**src/rtl/add_seq_ctrl_if.sv**
```systemverilog
// Requester-side bundle for add_seq_ctrl: start/done handshake, operands and result.
// The optional `sub` signal exists only when ADDSEQ_SUB_EN is defined.
interface add_seq_ctrl_if #(
    parameter int NWORDS = 4
);
    localparam int W = 8 * NWORDS;

    logic         start;
    logic [W-1:0] a;
    logic [W-1:0] b;
    logic         cin;
`ifdef ADDSEQ_SUB_EN
    logic         sub;
`endif
    logic         busy;
    logic         done;
    logic [W-1:0] sum;
    logic         cout;

`ifdef ADDSEQ_SUB_EN
    modport master (output start, a, b, cin, sub, input busy, done, sum, cout);
    modport slave  (input start, a, b, cin, sub, output busy, done, sum, cout);
`else
    modport master (output start, a, b, cin, input busy, done, sum, cout);
    modport slave  (input start, a, b, cin, output busy, done, sum, cout);
`endif
endinterface

```
**src/rtl/add_seq_ctrl.sv**
```systemverilog
// Byte-serial wide adder sequencer driving one shared 8-bit adder, LSB byte first.
// Define ADDSEQ_SUB_EN to add a subtract mode (sub input: a - b via ~b and carry-in 1).
module add_seq_ctrl #(
    parameter int NWORDS = 4
) (
    input  logic               clk,
    input  logic               rst,
    add_seq_ctrl_if.slave      req,
    output logic [7:0]         add_x,
    output logic [7:0]         add_y,
    output logic               add_cin,
    input  logic [7:0]         add_sum,
    input  logic               add_cout
);
    // state  | meaning
    // S_IDLE | waiting for start, adder inputs held at 0
    // S_RUN  | one byte per cycle through the shared adder
    // S_DONE | result valid, done pulses; start accepted back-to-back
    localparam int W     = 8 * NWORDS;
    localparam int IDX_W = (NWORDS > 1) ? $clog2(NWORDS) : 1;

    typedef enum logic [1:0] {
        S_IDLE = 2'd0,
        S_RUN  = 2'd1,
        S_DONE = 2'd2
    } state_t;

    state_t             state_q, state_d;
    logic [IDX_W-1:0]   idx_q, idx_d;
    logic [W-1:0]       a_q, a_d;
    logic [W-1:0]       b_q, b_d;
    logic               carry_q, carry_d;
    logic [W-1:0]       sum_q, sum_d;
    logic               cout_q, cout_d;
`ifdef ADDSEQ_SUB_EN
    logic               sub_q, sub_d;
`endif

    logic [IDX_W+2:0]   bit_base;
    logic               last_byte;

    assign bit_base  = {idx_q, 3'b000};
    assign last_byte = (idx_q == IDX_W'(NWORDS - 1));

    always_ff @(posedge clk) begin
        if (rst) begin
            state_q <= S_IDLE;
            idx_q   <= '0;
            a_q     <= '0;
            b_q     <= '0;
            carry_q <= 1'b0;
            sum_q   <= '0;
            cout_q  <= 1'b0;
`ifdef ADDSEQ_SUB_EN
            sub_q   <= 1'b0;
`endif
        end else begin
            state_q <= state_d;
            idx_q   <= idx_d;
            a_q     <= a_d;
            b_q     <= b_d;
            carry_q <= carry_d;
            sum_q   <= sum_d;
            cout_q  <= cout_d;
`ifdef ADDSEQ_SUB_EN
            sub_q   <= sub_d;
`endif
        end
    end

    always_comb begin
        state_d = state_q;
        idx_d   = idx_q;
        a_d     = a_q;
        b_d     = b_q;
        carry_d = carry_q;
        sum_d   = sum_q;
        cout_d  = cout_q;
`ifdef ADDSEQ_SUB_EN
        sub_d   = sub_q;
`endif
        add_x   = 8'h00;
        add_y   = 8'h00;
        add_cin = 1'b0;

        unique case (state_q)
            S_IDLE, S_DONE: begin
                if (req.start) begin
                    a_d     = req.a;
                    b_d     = req.b;
                    idx_d   = '0;
                    state_d = S_RUN;
`ifdef ADDSEQ_SUB_EN
                    sub_d   = req.sub;
                    carry_d = req.sub | req.cin;
`else
                    carry_d = req.cin;
`endif
                end else if (state_q == S_DONE) begin
                    state_d = S_IDLE;
                end
            end
            S_RUN: begin
                add_x   = a_q[bit_base +: 8];
`ifdef ADDSEQ_SUB_EN
                add_y   = sub_q ? ~b_q[bit_base +: 8] : b_q[bit_base +: 8];
`else
                add_y   = b_q[bit_base +: 8];
`endif
                add_cin = carry_q;
                sum_d[bit_base +: 8] = add_sum;
                carry_d = add_cout;
                if (last_byte) begin
                    cout_d  = add_cout;
                    state_d = S_DONE;
                end else begin
                    idx_d   = idx_q + IDX_W'(1);
                end
            end
            default: state_d = S_IDLE;
        endcase
    end

    assign req.busy = (state_q == S_RUN);
    assign req.done = (state_q == S_DONE);
    assign req.sum  = sum_q;
    assign req.cout = cout_q;
endmodule

```
**src/flat_wrapper.sv**
```systemverilog
// flat-port wrapper written by rule: the top's interface ports become plain ports
module add_seq_ctrl_flat 
#(
    parameter int NWORDS = 4
)
  (clk, rst, add_x, add_y, add_cin, add_sum, add_cout, req_start, req_a, req_b, req_cin, req_busy, req_done, req_sum, req_cout);
  add_seq_ctrl_if #(.NWORDS(NWORDS)) req_i ();
  input  logic clk;
  input  logic rst;
  output logic [7:0] add_x;
  output logic [7:0] add_y;
  output logic add_cin;
  input  logic [7:0] add_sum;
  input  logic add_cout;
  input wire logic [$bits(req_i.start)-1:0] req_start;
  input wire logic [$bits(req_i.a)-1:0] req_a;
  input wire logic [$bits(req_i.b)-1:0] req_b;
  input wire logic [$bits(req_i.cin)-1:0] req_cin;
  output wire logic [$bits(req_i.busy)-1:0] req_busy;
  output wire logic [$bits(req_i.done)-1:0] req_done;
  output wire logic [$bits(req_i.sum)-1:0] req_sum;
  output wire logic [$bits(req_i.cout)-1:0] req_cout;
  assign req_i.start = req_start;
  assign req_i.a = req_a;
  assign req_i.b = req_b;
  assign req_i.cin = req_cin;
  assign req_busy = req_i.busy;
  assign req_done = req_i.done;
  assign req_sum = req_i.sum;
  assign req_cout = req_i.cout;
  add_seq_ctrl #(.NWORDS(NWORDS)) u_core (.clk(clk), .rst(rst), .req(req_i), .add_x(add_x), .add_y(add_y), .add_cin(add_cin), .add_sum(add_sum), .add_cout(add_cout));
endmodule
```
**config.mk**
```make
export PLATFORM = sky130hd
export DESIGN_NAME = add_seq_ctrl_flat
export DESIGN_NICKNAME = d
export VERILOG_FILES = /design/src/rtl/add_seq_ctrl_if.sv /design/src/rtl/add_seq_ctrl.sv /design/src/flat_wrapper.sv
export SDC_FILE = /design/constraint.sdc
export NUM_CORES = 1
export LEC_CHECK = 0
export ABC_AREA = 1
export CAP_MARGIN = 20
export CORE_ASPECT_RATIO = 1.4
export CORE_UTILIZATION = 26
export CTS_BUF_LIST = sky130_fd_sc_hd__clkbuf_16
export DETAILED_ROUTE_END_ITERATION = 10
export SYNTH_ARGS = -nofsm -noshare
export SYNTH_HDL_FRONTEND = slang
export SYNTH_SLANG_ARGS = --single-unit
```
**constraint.sdc**
```tcl
create_clock -name clk -period 2 [get_ports clk]
set_input_delay 0.6 -clock clk [delete_from_list [all_inputs] [get_ports clk]]
set_output_delay 0.6 -clock clk [all_outputs]
set_load 0.005 [all_outputs]
```
Word level (Yosys, flattened, before mapping)
Index checks and enable logic that the tools add are counted.
W data, S select, Z words.
{ "classes": {"add_sub_neg": 2, "eq_ne": 7, "shifts": 4, "muxes": 13, "reduce_logical": 8} }
{ "op_table": {"columns": ["operator", "n"], "rows": [
  ["$shiftx A32 B6 Y8", 2],
  ["$bwmux W32", 1],
  ["$shift A8 B7 Y32 const A", 1],
  ["$shiftx A8 B7 Y32", 1],
  ["$mux W8", 2],
  ["$mux W2", 5],
  ["$pmux W2 S2", 2],
  ["$reduce_and A2 Y1", 4],
  ["$neg A5 Y7", 1],
  ["$eq A2 B2 Y1 const B", 2],
  ["$ne A2 B2 Y1 const B", 2],
  ["$ne A3 B3 Y1 const B", 1],
  ["$reduce_and A3 Y1", 1],
  ["$add A2 B1 Y2 const B", 1],
  ["$eq A2 B1 Y1 const B", 1],
  ["$logic_not A2 Y1", 1],
  ["$mux W1", 2],
  ["$ne A2 B1 Y1 const B", 1],
  ["$pmux W1 S2", 1],
  ["$reduce_bool A2 Y1", 1],
  ["$reduce_or A2 Y1", 1]
]} }
{ "totals": {"regBits": 102} }

Longest topological paths before layout
{ "logic_depth": {"ltp_word": 4, "mapped_depth": 10} }

Worst setup path before layout
Ideal clock, no wire load.
{ "synth_timing": {"kind": "register to register", "start": "register u_core.idx_q[1]", "end": "register u_core.sum_q[0], in the netlist u_core.req.sum[0]", "setup_time_ns": 0.117, "arrival_time_ns": 1.582, "setup_slack_ns": 0.301, "path_stages_with_launch": 11, "n_path_buf": 3, "synth_period_minus_slack_ns": 1.699, "cell_sequence": "dfxtp_1 -> buf_4 -> inv_2 -> buf_2 -> ha_1 -> buf_4 -> inv_1 -> nor2_4 -> inv_1 -> nor2_1 -> nor2_1"} }
{ "synth_between": {"elab_chain_cells": 3, "elab_cells_between_ends": 4} }
{ "synth_lines": {"columns": ["item", "line", "source"], "rows": [
  ["from (decl)", "add_seq_ctrl.sv:29", "logic [IDX_W-1:0] idx_q, idx_d;"],
  ["from (signal assigned)", "add_seq_ctrl.sv:59", "idx_q <= idx_d;"],
  ["$neg A5 Y7 *", "add_seq_ctrl.sv:111", "sum_d[bit_base +: 8] = add_sum;"],
  ["$shiftx A8 B7 Y32 or $shift A8 B7 Y32 (tied branches)", "add_seq_ctrl.sv:111", null],
  ["$bwmux W32 *", "add_seq_ctrl.sv:111", null],
  ["to (signal assigned)", "add_seq_ctrl.sv:63", "sum_q <= sum_d;"],
  ["to (decl)", "add_seq_ctrl.sv:33", "logic [W-1:0] sum_q, sum_d;"]
]} }
Mark *: on every way between the ends. The rest lies on a longest branch, timed or not.
A chain may end at the register's enable or synchronous reset.

Worst setup path in the final report
{ "layout_timing": {"start": "register u_core.idx_q[0]", "end": "output add_x[5]"} }
{ "layout_between": {"elab_chain_cells": 2} }
{ "layout_lines": {"columns": ["item", "line", "source"], "rows": [
  ["$shiftx A32 B6 Y8", "add_seq_ctrl.sv:104", "add_x = a_q[bit_base +: 8];"],
  ["$mux W8", "add_seq_ctrl.sv:86", "unique case (state_q)"],
  ["to (decl)", "flat_wrapper.sv:10", "output logic [7:0] add_x;"]
]} }
No other way between the ends.

==> impl_metrics.yaml <==
clock_network:
  clock-root-buffer: "clkbuf_16"
  clkTransAtPathRegs_ns: 0.07
  cts_tree: "yes"
  cts_buffers: 9
  cts_htree_levels: 3
  ctsHoldBuffers: 0
  clock_latency_ns: 0.34
  cts.sinks: 102
  clockBufferDepth: 2
routing:
  final_antenna_net_count: 0
  totalWireLength_um: 14800
  firstDrtPassIters: 4
  drc: 0
  vias_per_cell: 4.46
  vias: 4526
  drt_iter0_markers: 262
  avgRoutedWirePerCell_um: 14.5
synth:
  synthesis.area_mm2: 0.00451
  synth.avg_cell_area_um2: 7.03
  yosys_warnings: 0
  ys_top_cells_by_area: "dfxtp_1 45%, nor2_1 19%, o21ai_0 11%"
  ys_async_sr_fraction: 0
  synth_top_cell_by_area: "dfxtp_1"
  yosysMostFrequentCell: "nor2_1"
  synthCells: 641
  synth.yosys.seq_area_share: 0.453
  synth_edf_count: 0
  syn_nets: 723
  yosysUniqueCellTypes: 24
  synth_commonest_cells: "234 x nor2_1, 103 x o21ai_0, 102 x dfxtp_1"
  synth.top_cell.area_share: 0.453
  ys_ff_latch: 102
  ys.flop_type: "dfxtp_1"
job:
  drv_cap: 0
die:
  initial_core_util: 0.267
  chipWidth_um: 113
  design.die.area_mm2: 0.0179
  core_mm2: 0.0169
  ios: 129
  num_rows: 56
  die_y_um: 158
global_routing:
  antenna_found_initial: 0
  grt_busiest_layer: "met2"
  overflow: 0
  gr-usage-met3: 0.0264
  grt_max_degree: 33
  met2_usage: 0.318
  grt_pass1_vias: 4263
  grt_usage: 0.161
  grt_pass1_wl_um: 21800
  gr-usage-met1: 0.172
final_layout:
  finish.utilization: 0.402
  multi_input_area_mm2: 0.00229
  instances_no_fill: 1015
  diodes: 0
  regArea_mm2: 0.00205
  nets: 860
  fillCellCount: 1743
  layout-drive-gt1-share: 0.166
  syn_to_final_growth_pct: 50.7
worst_setup_path:
  critPathLaunchType: "flop"
  reg2reg_from: "u_core.idx_q[0]"
  path_max_fanout: 8
  crit_start: "u_core.idx_q[0]"
  cp_cell_sequence: "buf_6, clkbuf_16, nor2_1, nor2_1, o21ai_1, a21oi_1, buf_2"
  crit_slowest_cell: "dfxtp_4"
  slowest_delay_ns: 0.41
  criticalPathCategory: "flop to primary output"
  required_ns: 1.40
  crit_path_frequent_cell: "nor2_1"
  cp_top_family: "buffers and inverters"
  endpoint_kind: "primary output"
  path_buf_inv: 3
  r2r_slack_ns: 0.17
  cp.arrival_ns: 1.51
timing:
  drv_slew: 0
  worst_slew_pin_slew_ns: 0.278
  setup_slack_ns: -0.108
  setup_viol: 16
  timing.fmax_ghz: 0.474
  period_minus_slack_ns: 2.11
  relSlewSlack: 0.812
  post-route-period-util: 1.05
  hold_violations: 0
  fin_worst_skew_ns: 0.00642
  rsz0062_at_grt: "yes"
outcome:
  status: "finished with violations"
  violations: "setup timing"
worst_hold_path:
  hp-class: "flop to flop"
  min_from: "u_core.req.sum[12]"
place:
  dp_cells: 990
  port_buffers: 128
  place_congestion: 0.860
  hpwlAfterDp_um: 10500
power:
  leakagePower_nw: 2.68
  powerDensity_mw_per_mm2: 782
  ir_worst_vdd_uv: 496
-- metrics by stage --
step | hold slack [ns] | setup TNS [ns] | power [mW] | setup WS, ns | instance area [um^2]
floorplan | 0.449 | 0 | 2.78 | 0.301 | 4510
global placement | 0.452 | -2.05 | 3.21 | -0.188 | 6140
detailed placement | 0.456 | -2.20 | 3.22 | -0.222 | 6140
CTS | 0.467 | -0.536 | 5.22 | -0.0830 | 6450
global route | 0.483 | -2.22 | 5.57 | -0.158 | 6790
finish | 0.465 | -1.37 | 5.31 | -0.108 | 6790
-- path summary, 6_finish.rpt --
check,depth (start not counted),end
worst max-delay path,7,add_x[5]
worst min-delay path,2,u_core.req.sum[12]
worst max register to register,9,u_core.req.sum[20]
worst min register to register,2,u_core.req.sum[12]
-- routing by layer --
metal / vias up / wire, um
met5: - / 0
met4: 0 / 282
met3: 17 / 536
met2: 110 / 8100
met1: 2080 / 5840
li1: 2319 / -
-- flip-flops by register name, indices dropped and copies added (netlist names) --
signal           cells
u_core.a_q          32
u_core.b_q          32
u_core.req.sum      32
u_core.idx_q         2
u_core.state_q       2
u_core.carry_q       1
u_core.req.cout      1
-- worst register-to-register path, delay by kind of cell, from the launching register on --
kind,cells,cell delay [ns]
adder cells (fa/ha/maj),1,0.32
AND/OR/NAND/NOR,3,0.36
AO/OA/AOI/OAI,1,0.12
buffers and inverters,4,0.55
flip-flops,1,0.41
-- repair_timing --
action / 4_1_cts / 5_1_grt
pin swaps: 9 / 19
resized for setup: 98 / 68
setup endpoints to repair: 19 / 17
buffers inserted: 2 / 3
cloned: 1 / 5
-- power by group --
part / internal, mW / total, mW / switching (mW)
logic: 0.516 / 1.05 / 0.534
registers: 2.16 / 2.27 / 0.107
clock network: 1.22 / 1.99 / 0.770
total: 3.90 / 5.31 / 1.41
-- logic make-up (layout without fill, tap and decap cells) --
logic type      count (synthesis)  after routing  synth area share
flops                         102            102             0.453
buf+inv                        68            210            0.0811
compound gates                146            146             0.162
fa+ha+maj                       5              5            0.0139
simple gates                  320            320             0.290
-- placed cells by master (no fill, tap or decap), drive strengths merged --
master         Yosys  final
nor2             238    238
clkdlybuf4s50      0    109
o21ai            109    109
dfxtp            102    102
nand2             58     58
buf               30     51
a21oi             37     37
inv               27     27
nor3              15     15
clkbuf            11     13
nand3              8      8
ha                 5      5
bufinv             0      3
dlygate4sd2        0      3
clkinv             0      3
nand4              1      1
clkinvlp           0      1
-- cell type report --
class	instances	share of cell area
clock buffers	9	0.0332
clock inverters	7	0.0168
inverters	27	0.0171
multi-input cells	471	0.338
flip-flops and latches	102	0.302
well taps	232	0.0428
repair buffers	167	0.250
(Power assumes the default switching activity.)
